<file path="src/rtl/instruction_decoder_if.sv">
// Command-side and memory-side signal bundle for instruction_decoder.
// slave = the decoder, master = host plus memory controller.
interface instruction_decoder_if;
    logic        instr_valid;
    logic [27:0] instruction;
    logic        instr_ready;
    logic        mem_done;
    logic        enable;
    logic [2:0]  operation;
    logic [16:0] addr_base;
    logic [7:0]  wr_data;
    logic [2:0]  current_zoom;
    logic        busy;
    logic        error;

    modport slave (
        input  instr_valid, instruction, mem_done,
        output instr_ready, enable, operation, addr_base, wr_data, current_zoom, busy, error
    );

    modport master (
        output instr_valid, instruction, mem_done,
        input  instr_ready, enable, operation, addr_base, wr_data, current_zoom, busy, error
    );
endinterface

</file>
<file path="src/rtl/instruction_decoder.sv">
// Host command decoder: queues commands, tracks the zoom level and runs one memory operation at a time.
// Define CMD_FIFO_EN for a 4-entry command FIFO; otherwise a single holding register is used.
module instruction_decoder (
    input  logic                 clock,
    input  logic                 reset_n,
    instruction_decoder_if.slave bus
);
    typedef enum logic [2:0] {
        ST_IDLE      = 3'd0,
        ST_CHECK     = 3'd1,
        ST_ISSUE     = 3'd2,
        ST_WAIT_ACK  = 3'd3,
        ST_WAIT_DONE = 3'd4
    } state_t;

    localparam logic [2:0] OP_NOP        = 3'b000;
    localparam logic [2:0] OP_ZOOM_RESET = 3'b111;
    localparam logic [2:0] ZOOM_MIN      = 3'd0;
    localparam logic [2:0] ZOOM_MAX      = 3'd4;
    localparam logic [2:0] ZOOM_DEFAULT  = 3'd2;
    localparam logic [1:0] ACK_LAST      = 2'd3;

    function automatic logic is_zoom_in(input logic [2:0] op);
        return (op == 3'b011) || (op == 3'b100);
    endfunction

    function automatic logic is_zoom_out(input logic [2:0] op);
        return (op == 3'b101) || (op == 3'b110);
    endfunction

    function automatic logic zoom_illegal(input logic [2:0] op, input logic [2:0] zoom);
        return (is_zoom_in(op) && (zoom >= ZOOM_MAX)) || (is_zoom_out(op) && (zoom == ZOOM_MIN));
    endfunction

    state_t      state_r;
    logic        armed_r;
    logic [2:0]  operation_r;
    logic [16:0] addr_base_r;
    logic [7:0]  wr_data_r;
    logic [2:0]  zoom_r;
    logic        error_r;
    logic        enable_r;
    logic [1:0]  ack_cnt_r;

    logic [27:0] head_s;
    logic        q_empty_s;
    logic        ready_s;
    logic        accept_s;
    logic        pop_s;
    logic        error_event_s;

    assign accept_s = bus.instr_valid && ready_s;
    assign pop_s    = (state_r == ST_IDLE) && !q_empty_s;

`ifdef CMD_FIFO_EN
    logic [3:0][27:0] fifo_mem_r;
    logic [1:0]       wr_ptr_r;
    logic [1:0]       rd_ptr_r;
    logic [2:0]       count_r;

    assign head_s    = fifo_mem_r[rd_ptr_r];
    assign q_empty_s = (count_r == 3'd0);
    assign ready_s   = armed_r && (count_r < 3'd4);

    // Command FIFO; a simultaneous push and pop leaves the count unchanged
    always_ff @(posedge clock or negedge reset_n) begin
        if (!reset_n) begin
            fifo_mem_r <= {112{1'b0}};
            wr_ptr_r   <= 2'd0;
            rd_ptr_r   <= 2'd0;
            count_r    <= 3'd0;
        end else begin
            if (accept_s) begin
                fifo_mem_r[wr_ptr_r] <= bus.instruction;
                wr_ptr_r             <= wr_ptr_r + 2'd1;
            end
            if (pop_s) begin
                rd_ptr_r <= rd_ptr_r + 2'd1;
            end
            case ({accept_s, pop_s})
                2'b10:   count_r <= count_r + 3'd1;
                2'b01:   count_r <= count_r - 3'd1;
                default: count_r <= count_r;
            endcase
        end
    end
`else
    logic [27:0] hold_r;
    logic        hold_valid_r;

    assign head_s    = hold_r;
    assign q_empty_s = !hold_valid_r;
    assign ready_s   = armed_r && (state_r == ST_IDLE) && !hold_valid_r;

    // Single-entry holding register; accept and pop can never coincide
    always_ff @(posedge clock or negedge reset_n) begin
        if (!reset_n) begin
            hold_r       <= 28'd0;
            hold_valid_r <= 1'b0;
        end else if (accept_s) begin
            hold_r       <= bus.instruction;
            hold_valid_r <= 1'b1;
        end else if (pop_s) begin
            hold_valid_r <= 1'b0;
        end else begin
            hold_valid_r <= hold_valid_r;
        end
    end
`endif

    // Error sources: illegal zoom at decode, or mem_done never falling during the ack window
    always_comb begin
        error_event_s = 1'b0;
        if ((state_r == ST_CHECK) && zoom_illegal(operation_r, zoom_r)) begin
            error_event_s = 1'b1;
        end else if ((state_r == ST_WAIT_ACK) && bus.mem_done && (ack_cnt_r == ACK_LAST)) begin
            error_event_s = 1'b1;
        end else begin
            error_event_s = 1'b0;
        end
    end

    // Sequencer and registered outputs; zoom moves only once the memory operation completes
    always_ff @(posedge clock or negedge reset_n) begin
        if (!reset_n) begin
            state_r     <= ST_IDLE;
            armed_r     <= 1'b0;
            operation_r <= 3'b000;
            addr_base_r <= 17'd0;
            wr_data_r   <= 8'd0;
            zoom_r      <= ZOOM_DEFAULT;
            error_r     <= 1'b0;
            enable_r    <= 1'b0;
            ack_cnt_r   <= 2'd0;
        end else begin
            armed_r  <= 1'b1;
            enable_r <= 1'b0;
            if (error_event_s) begin
                error_r <= 1'b1;
            end else if (accept_s) begin
                error_r <= 1'b0;
            end else begin
                error_r <= error_r;
            end
            case (state_r)
                ST_IDLE: begin
                    if (pop_s) begin
                        operation_r <= head_s[2:0];
                        addr_base_r <= head_s[19:3];
                        wr_data_r   <= head_s[27:20];
                        state_r     <= ST_CHECK;
                    end else begin
                        state_r <= ST_IDLE;
                    end
                end
                ST_CHECK: begin
                    if (operation_r == OP_ZOOM_RESET) begin
                        zoom_r  <= ZOOM_DEFAULT;
                        state_r <= ST_IDLE;
                    end else if ((operation_r == OP_NOP) || zoom_illegal(operation_r, zoom_r)) begin
                        state_r <= ST_IDLE;
                    end else begin
                        enable_r <= 1'b1;
                        state_r  <= ST_ISSUE;
                    end
                end
                ST_ISSUE: begin
                    ack_cnt_r <= 2'd0;
                    state_r   <= ST_WAIT_ACK;
                end
                ST_WAIT_ACK: begin
                    if (!bus.mem_done) begin
                        state_r <= ST_WAIT_DONE;
                    end else if (ack_cnt_r == ACK_LAST) begin
                        state_r <= ST_IDLE;
                    end else begin
                        ack_cnt_r <= ack_cnt_r + 2'd1;
                    end
                end
                ST_WAIT_DONE: begin
                    if (bus.mem_done) begin
                        state_r <= ST_IDLE;
                        if (is_zoom_in(operation_r)) begin
                            zoom_r <= zoom_r + 3'd1;
                        end else if (is_zoom_out(operation_r)) begin
                            zoom_r <= zoom_r - 3'd1;
                        end else begin
                            zoom_r <= zoom_r;
                        end
                    end else begin
                        state_r <= ST_WAIT_DONE;
                    end
                end
                default: state_r <= ST_IDLE;
            endcase
        end
    end

    assign bus.instr_ready  = ready_s;
    assign bus.enable       = enable_r;
    assign bus.operation    = operation_r;
    assign bus.addr_base    = addr_base_r;
    assign bus.wr_data      = wr_data_r;
    assign bus.current_zoom = zoom_r;
    assign bus.error        = error_r;
    assign bus.busy         = (state_r != ST_IDLE) || !q_empty_s;
endmodule

</file>
<file path="src/flat_wrapper.sv">
// flat-port wrapper written by rule: the top's interface ports become plain ports
module instruction_decoder_flat 
  (clock, reset_n, bus_instr_valid, bus_instruction, bus_mem_done, bus_instr_ready, bus_enable, bus_operation, bus_addr_base, bus_wr_data, bus_current_zoom, bus_busy, bus_error);
  instruction_decoder_if bus_i ();
  input  logic clock;
  input  logic reset_n;
  input wire logic [$bits(bus_i.instr_valid)-1:0] bus_instr_valid;
  input wire logic [$bits(bus_i.instruction)-1:0] bus_instruction;
  input wire logic [$bits(bus_i.mem_done)-1:0] bus_mem_done;
  output wire logic [$bits(bus_i.instr_ready)-1:0] bus_instr_ready;
  output wire logic [$bits(bus_i.enable)-1:0] bus_enable;
  output wire logic [$bits(bus_i.operation)-1:0] bus_operation;
  output wire logic [$bits(bus_i.addr_base)-1:0] bus_addr_base;
  output wire logic [$bits(bus_i.wr_data)-1:0] bus_wr_data;
  output wire logic [$bits(bus_i.current_zoom)-1:0] bus_current_zoom;
  output wire logic [$bits(bus_i.busy)-1:0] bus_busy;
  output wire logic [$bits(bus_i.error)-1:0] bus_error;
  assign bus_i.instr_valid = bus_instr_valid;
  assign bus_i.instruction = bus_instruction;
  assign bus_i.mem_done = bus_mem_done;
  assign bus_instr_ready = bus_i.instr_ready;
  assign bus_enable = bus_i.enable;
  assign bus_operation = bus_i.operation;
  assign bus_addr_base = bus_i.addr_base;
  assign bus_wr_data = bus_i.wr_data;
  assign bus_current_zoom = bus_i.current_zoom;
  assign bus_busy = bus_i.busy;
  assign bus_error = bus_i.error;
  instruction_decoder u_core (.clock(clock), .reset_n(reset_n), .bus(bus_i));
endmodule
</file>
<file path="config.mk">
export PLATFORM = sky130hd
export DESIGN_NAME = instruction_decoder_flat
export DESIGN_NICKNAME = d
export VERILOG_FILES = /design/src/rtl/instruction_decoder_if.sv /design/src/rtl/instruction_decoder.sv /design/src/flat_wrapper.sv
export SDC_FILE = /design/constraint.sdc
export NUM_CORES = 1
export LEC_CHECK = 0
export ABC_CLOCK_PERIOD_IN_PS = 2000
export BUFFER_PORTS_ARGS = -buffer_cell sky130_fd_sc_hd__buf_2
export CAP_MARGIN = 20
export CORE_MARGIN = 5
export CORE_UTILIZATION = 53
export CTS_CLUSTER_SIZE = 40
export DETAILED_ROUTE_END_ITERATION = 10
export PLACE_DENSITY = 0.79
export SLEW_MARGIN = 20
export SYNTH_ARGS = -nofsm -noshare
export SYNTH_HDL_FRONTEND = slang
export SYNTH_SLANG_ARGS = --single-unit
export TNS_END_PERCENT = 10
</file>
<file path="constraint.sdc">
create_clock -name clock -period 2 [get_ports clock]
set_input_delay 0.4 -clock clock [delete_from_list [all_inputs] [get_ports clock]]
set_output_delay 0.4 -clock clock [all_outputs]
set_load 0.05 [all_outputs]
</file>
==> results of run 1 <==
per-layer routing:
layer | wire length [um] | up-vias
li1 | - | 786
met1 | 2330 | 824
met2 | 2310 | 47
met3 | 372 | 12
met4 | 131 | 0
met5 | 0 | -
area by class of cell:
class / instances / area [um2] / share of cell area [%]
Clock inverter: 6 / 87.6 / 2.45
Multi-Input combinational cell: 101 / 1110 / 31.1
Clock buffer: 10 / 138 / 3.86
Inverter: 6 / 22.5 / 0.631
Sequential cell: 68 / 1710 / 47.8
Timing Repair Buffer: 72 / 415 / 11.6
Tap cell: 72 / 90.1 / 2.52
cell families after synthesis:
kind of cell / share of synthesized area (%)
xor gates and xnor gates: 0.597
AOI/OAI and AO/OA: 2.56
buffers and inverters: 4.14
muxes: 27.1
and+or+nand+nor: 5.89
DFF: 58.1
adders and majority gates: 1.54
other: 0.128
power by group through the flow:
| stage | combinational, mW | sequential [mW] | clock, mW |
|---|---|---|---|
| finish | 3.25 | 2.47 | 1.25 |
| global route | 3.44 | 2.57 | 1.36 |
| CTS | 3.29 | 2.48 | 1.29 |
| detailed placement | 3.29 | 2.49 | 0 |
| global placement | 3.22 | 2.46 | 0 |
| floorplan | 1.53 | 3.55 | 0 |
worst max-delay path, stage by stage (launching register included):
cell,delay (ns)
dfrtp_2,0.46
nor4_4,0.31
and2_2,0.18
clkbuf_4,0.23
layout by cell type (no fill, tap or decap), types with 2 or more instances in the layout:
master,n
mux2_1,7
nand2_1,3
dfrtp_1,64
ha_1,2
clkinv_2,2
mux2_2,20
nand3_1,2
clkinv_4,2
inv_1,6
mux2_4,32
nand2b_1,2
nor2_1,5
buf_12,3
buf_4,3
buf_2,65
clkbuf_8,10
dfrtp_2,3
bufinv_16,2
sequential cells by signal (all words and copies together), names as in the netlist:
register / count
u_core.bus.current_zoom: 3
u_core.bus.error: 1
u_core.bus.wr_data: 8
u_core.bus.operation: 3
u_core.head_s: 28
u_core.hold_valid_r: 1
u_core.armed_r: 1
u_core.state_r: 3
u_core.bus.enable: 1
u_core.ack_cnt_r: 2
u_core.bus.addr_base: 17
through the flow:
step                hold slack [ns]  util (%)
floorplan                     0.104         -
global placement              0.442      61.4
detailed placement            0.451      61.4
CTS                          0.0767      65.5
global route                 0.0942      65.6
finish                       0.0738      65.6
worst paths after layout:
kind | endpoint | depth (start not counted)
setup / recovery | bus_instr_ready | 3
hold / removal | u_core.head_s[0] | 2
setup reg to reg | u_core.bus.current_zoom[2] | 6
hold reg to reg | u_core.bus.addr_base[0] | 1
max in group asynchronous | u_core.bus.current_zoom[1] | 2
min in group clock | u_core.head_s[17] | 2
what timing repair did:
action	4_1_cts	5_1_grt
hold buffers	0	0
resized for setup	0	2
setup buffers	0	0
setup endpoints to repair	0	1
endpoints found under the hold margin	0	0
==> impl_metrics.py, run 1 <==
metrics = {
    "layout": {
        "stdcell_count": 335,
        "diodes": 0,
        "area_growth_pct": 21.7,
        "design_area_um2": 3570,
        "finalNetCount": 293,
        "fillers": 413,
        "drive_above_1_share_pct": 57.0,
    },
    "worst_setup_path": {
        "rrSetupSlack_ns": 0.15,
        "crit_required_ns": 1.60,
        "start_kind": "flop",
        "critPathCaptureType": "output port",
        "startpoint": "u_core.state_r[0]",
        "critPathKind": "reg2out",
        "crit_arrival_ns": 1.51,
        "rr_startpoint": "u_core.bus.operation[0]",
        "worst-path-max-fanout": 6,
    },
    "synth": {
        "syn-num-nets": 217,
        "synth.most_common_cell": "dfrtp_1",
        "synthFlopType": "dfrtp_1",
        "yosysTopAreaCell": "dfrtp_1",
        "ys_top_cells_by_count": "67 x dfrtp_1, 32 x mux2_4, 20 x mux2_2, 7 x mux2_1, 6 x inv_1",
        "async_reset_ff_share_pct": 100,
        "yosysWarnings": 0,
        "synth.distinct_cells": 42,
        "syn_inst": 182,
        "yosys-top-cells-area": "dfrtp_1 57%, mux2_4 16%, mux2_2 7.7%",
        "synth_area_um2": 2930,
        "synth_area_per_cell_um2": 16.1,
        "seq_area_frac_synth_pct": 58.1,
        "synth_top_cell_area_share_pct": 57.2,
        "ys_seq_elements": 68,
        "synth_edf_count": 0,
    },
    "cts": {
        "clockBufferDepth": 2,
        "cts.clk_slew.worst_paths_ns": 0.07,
        "cts_sinks": 68,
        "tritoncts": "yes",
        "root_buffer": "clkbuf_8",
        "clk_latency_ns": 0.34,
        "htreeDepth": 3,
        "numCtsBuffers": 9,
    },
    "grt": {
        "grtUsageMet1_pct": 20.7,
        "track_usage_pct": 15.9,
        "use_met2_pct": 22.7,
        "grt_max_degree": 69,
        "grt_pass1_vias": 1810,
        "antenna_found_initial": 0,
        "grt_pass1_wl_um": 8760,
        "use_met3_pct": 5.99,
        "grt-busiest-layer": "met2",
        "grt-ovfl-total": 0,
    },
    "status": {
        "status": "complete, no violations",
    },
    "placement": {
        "dpl.hpwl_um": 3640,
        "gp_congestion": 0.833,
        "placed_cells": 319,
        "io_buffers": 66,
        "post-place-ws_ns": 0.161,
        "postPlaceCellArea_um2": 3340,
    },
    "floorplanning": {
        "initial_core_util_pct": 53.9,
        "dieWidth_um": 84.4,
        "fp.dieArea_um2": 7120,
        "ioPinCount": 67,
        "core_um2": 5440,
        "row_count": 27,
        "die_y_um": 84.4,
    },
    "power": {
        "p_sw_share_pct": 41.2,
        "cellLeakagePower_nw": 1.74,
        "intPower_mw": 4.10,
        "total_power_mw": 6.96,
        "seqPwrFrac_pct": 35.5,
        "p_per_area_nw_per_um2": 1950,
        "p_sw_mw": 2.87,
        "clkPwrFrac_pct": 17.9,
        "power_frac_comb_pct": 46.6,
        "vdd_drop_max_mv": 1.12,
    },
    "sta": {
        "setup_viol": 0,
        "max_freq_mhz": 524,
        "finClkSkew_ns": 0.00679,
        "fin_setup_tns_ns": 0,
        "slew_violations": 0,
        "rsz0062_at_grt": "no",
        "setup_slack_ns": 0.0919,
        "hold_violations": 0,
        "min_period_ns": 1.91,
        "period_share_pct": 95.4,
    },
    "drt": {
        "drc": 0,
        "wl_per_cell_um": 15.4,
        "drt_iter0_drc": 58,
        "viasPerCell": 4.98,
        "drt-total-wl_um": 5150,
        "first_pass_iters": 4,
        "dr_total_vias": 1669,
        "ant_nets": 0,
    },
    "flow_run": {
        "cap_viol_max_count": 0,
    },
    "hold_path": {
        "hold_path_class": "in2async",
    },
}
(Power assumes the default switching activity.)
==> run 2: changes to the inputs <==
--- a/config.mk
+++ b/config.mk
@@ -8,11 +8,10 @@
 export ABC_CLOCK_PERIOD_IN_PS = 2000
 export BUFFER_PORTS_ARGS = -buffer_cell sky130_fd_sc_hd__buf_2
 export CAP_MARGIN = 20
-export CORE_MARGIN = 5
-export CORE_UTILIZATION = 53
+export CORE_MARGIN = 2
+export CORE_UTILIZATION = 35
 export CTS_CLUSTER_SIZE = 40
 export DETAILED_ROUTE_END_ITERATION = 10
-export PLACE_DENSITY = 0.79
 export SLEW_MARGIN = 20
 export SYNTH_ARGS = -nofsm -noshare
 export SYNTH_HDL_FRONTEND = slang
==> impl_metrics.py, run 2 (synthesized netlist as in run 1, its figures left out) <==
metrics = {
    "drt": {
        "wl_per_cell_um": 13.9,
        "ant_nets": 0,
        "dr_total_vias": 1703,
        "drc": 0,
        "drt_iter0_drc": 35,
        "viasPerCell": 4.62,
        "first_pass_iters": 4,
        "drt-total-wl_um": 5120,
    },
    "placement": {
        "io_buffers": 66,
        "dpl.hpwl_um": 3470,
        "gp_congestion": 0.806,
    },
    "grt": {
        "grt_pass1_wl_um": 8420,
        "track_usage_pct": 12.6,
        "grt-ovfl-total": 0,
        "grt_pass1_vias": 1678,
        "grt_max_degree": 69,
        "antenna_found_initial": 0,
    },
    "floorplanning": {
        "row_count": 33,
        "die_y_um": 95.5,
        "ioPinCount": 67,
        "dieWidth_um": 95.5,
        "initial_core_util_pct": 35.9,
        "fp.dieArea_um2": 9130,
        "core_um2": 8180,
    },
    "cts": {
        "clk_latency_ns": 0.34,
        "cts.clk_slew.worst_paths_ns": 0.07,
        "tritoncts": "yes",
        "cts_sinks": 68,
        "root_buffer": "clkbuf_8",
        "htreeDepth": 3,
        "numCtsBuffers": 9,
        "clockBufferDepth": 2,
    },
    "power": {
        "vdd_drop_max_mv": 0.788,
        "total_power_mw": 6.66,
        "p_per_area_nw_per_um2": 1880,
        "cellLeakagePower_nw": 1.72,
    },
    "status": {
        "status": "complete, no violations",
    },
    "layout": {
        "final_cell_mix": "65 x buf_2, 65 x dfrtp_1, 32 x mux2_4, 20 x mux2_2, 10 x clkbuf_8",
        "area_growth_pct": 20.9,
        "diodes": 0,
        "drive_above_1_share_pct": 56.4,
        "finalNetCount": 294,
        "fillers": 778,
        "largest_reg_flops": 28,
    },
    "sta": {
        "max_freq_mhz": 535,
        "period_share_pct": 93.5,
        "hold_violations": 0,
        "setup_viol": 0,
        "min_period_ns": 1.87,
        "finClkSkew_ns": 0.0106,
        "fin_setup_tns_ns": 0,
        "rsz0062_at_grt": "no",
        "slew_violations": 0,
    },
    "worst_setup_path": {
        "crit_arrival_ns": 1.47,
        "path_buf_inv": 1,
        "crit_chain": "nor4_4, and2_2, clkbuf_4",
        "slowest_stage": "dfrtp_1",
        "start_kind": "flop",
        "critPathKind": "reg2out",
        "worst-path-max-fanout": 6,
        "crit_required_ns": 1.60,
        "path_delay_family": "flip-flops",
        "critPathCaptureType": "output port",
        "max_stage_delay_ns": 0.46,
    },
    "flow_run": {
        "cap_viol_max_count": 0,
    },
    "hold_path": {
        "hold_path_class": "in2async",
    },
}
## run 2: power by group
part | leakage (nW) | total (mW) | switching [mW] | internal [mW]
Sequential | 0.826 | 2.45 | 0.397 | 2.05
Clock | 0.0889 | 0.973 | 0.498 | 0.475
Combinational | 0.806 | 3.24 | 1.93 | 1.30
## run 2: path summary, 6_finish.rpt
path / from / end / slack, ns / cells after the start
setup / recovery: u_core.state_r[2] / bus_instr_ready / 0.13 / 3
hold / removal: reset_n / u_core.bus.current_zoom[2] / 0.04 / 2
setup reg to reg: u_core.bus.operation[0] / u_core.bus.current_zoom[2] / 0.16 / 6
hold reg to reg: u_core.bus.addr_base[2] / u_core.bus.addr_base[2] / 0.49 / 1
max in group asynchronous: reset_n / u_core.ack_cnt_r[0] / 1.61 / 2
min in group clock: bus_mem_done / u_core.state_r[2] / 0.29 / 2
## run 2: per-stage QoR
| stage | setup slack, ns | cell area, um2 | std cells | hold slack (ns) | utilization, % |
|---|---|---|---|---|---|
| final | 0.130 | 3550 | 369 | 0.0450 | 43.4 |
| after global routing | 0.0321 | 3550 | 369 | 0.104 | 43.4 |
| after CTS | 0.00944 | 3540 | 369 | 0.0820 | 43.4 |
| after detailed placement | 0.161 | 3380 | 353 | 0.453 | 41.3 |
| after global placement | 0.232 | 3380 | 353 | 0.452 | 41.3 |
| after floorplan | 0.00925 | 2940 | 182 | 0.104 | - |
## run 2: layer usage
layer / share of wire, % / GRT usage, % / wire, um
met1: 47 / 16.7 / 2400
met2: 44 / 17.1 / 2270
met4: 2.3 / 8.21 / 120
met5: 0 / 0 / 0
met3: 6.4 / 4.51 / 325
## run 2: layout make-up
class	count	area, um2	share of cell area [%]
multi-input cells	101	1110	31.3
clock buffers	11	141	3.99
repair buffers	73	410	11.6
inverters	6	22.5	0.635
flip-flops and latches	68	1710	48.1
clock inverters	5	27.5	0.776
well taps	105	131	3.70
## run 2: timing repair
item / CTS / global route
setup buffers: 0 / 0
setup endpoints to repair: 0 / 1
hold buffers: 0 / 0
gates resized for setup: 0 / 1
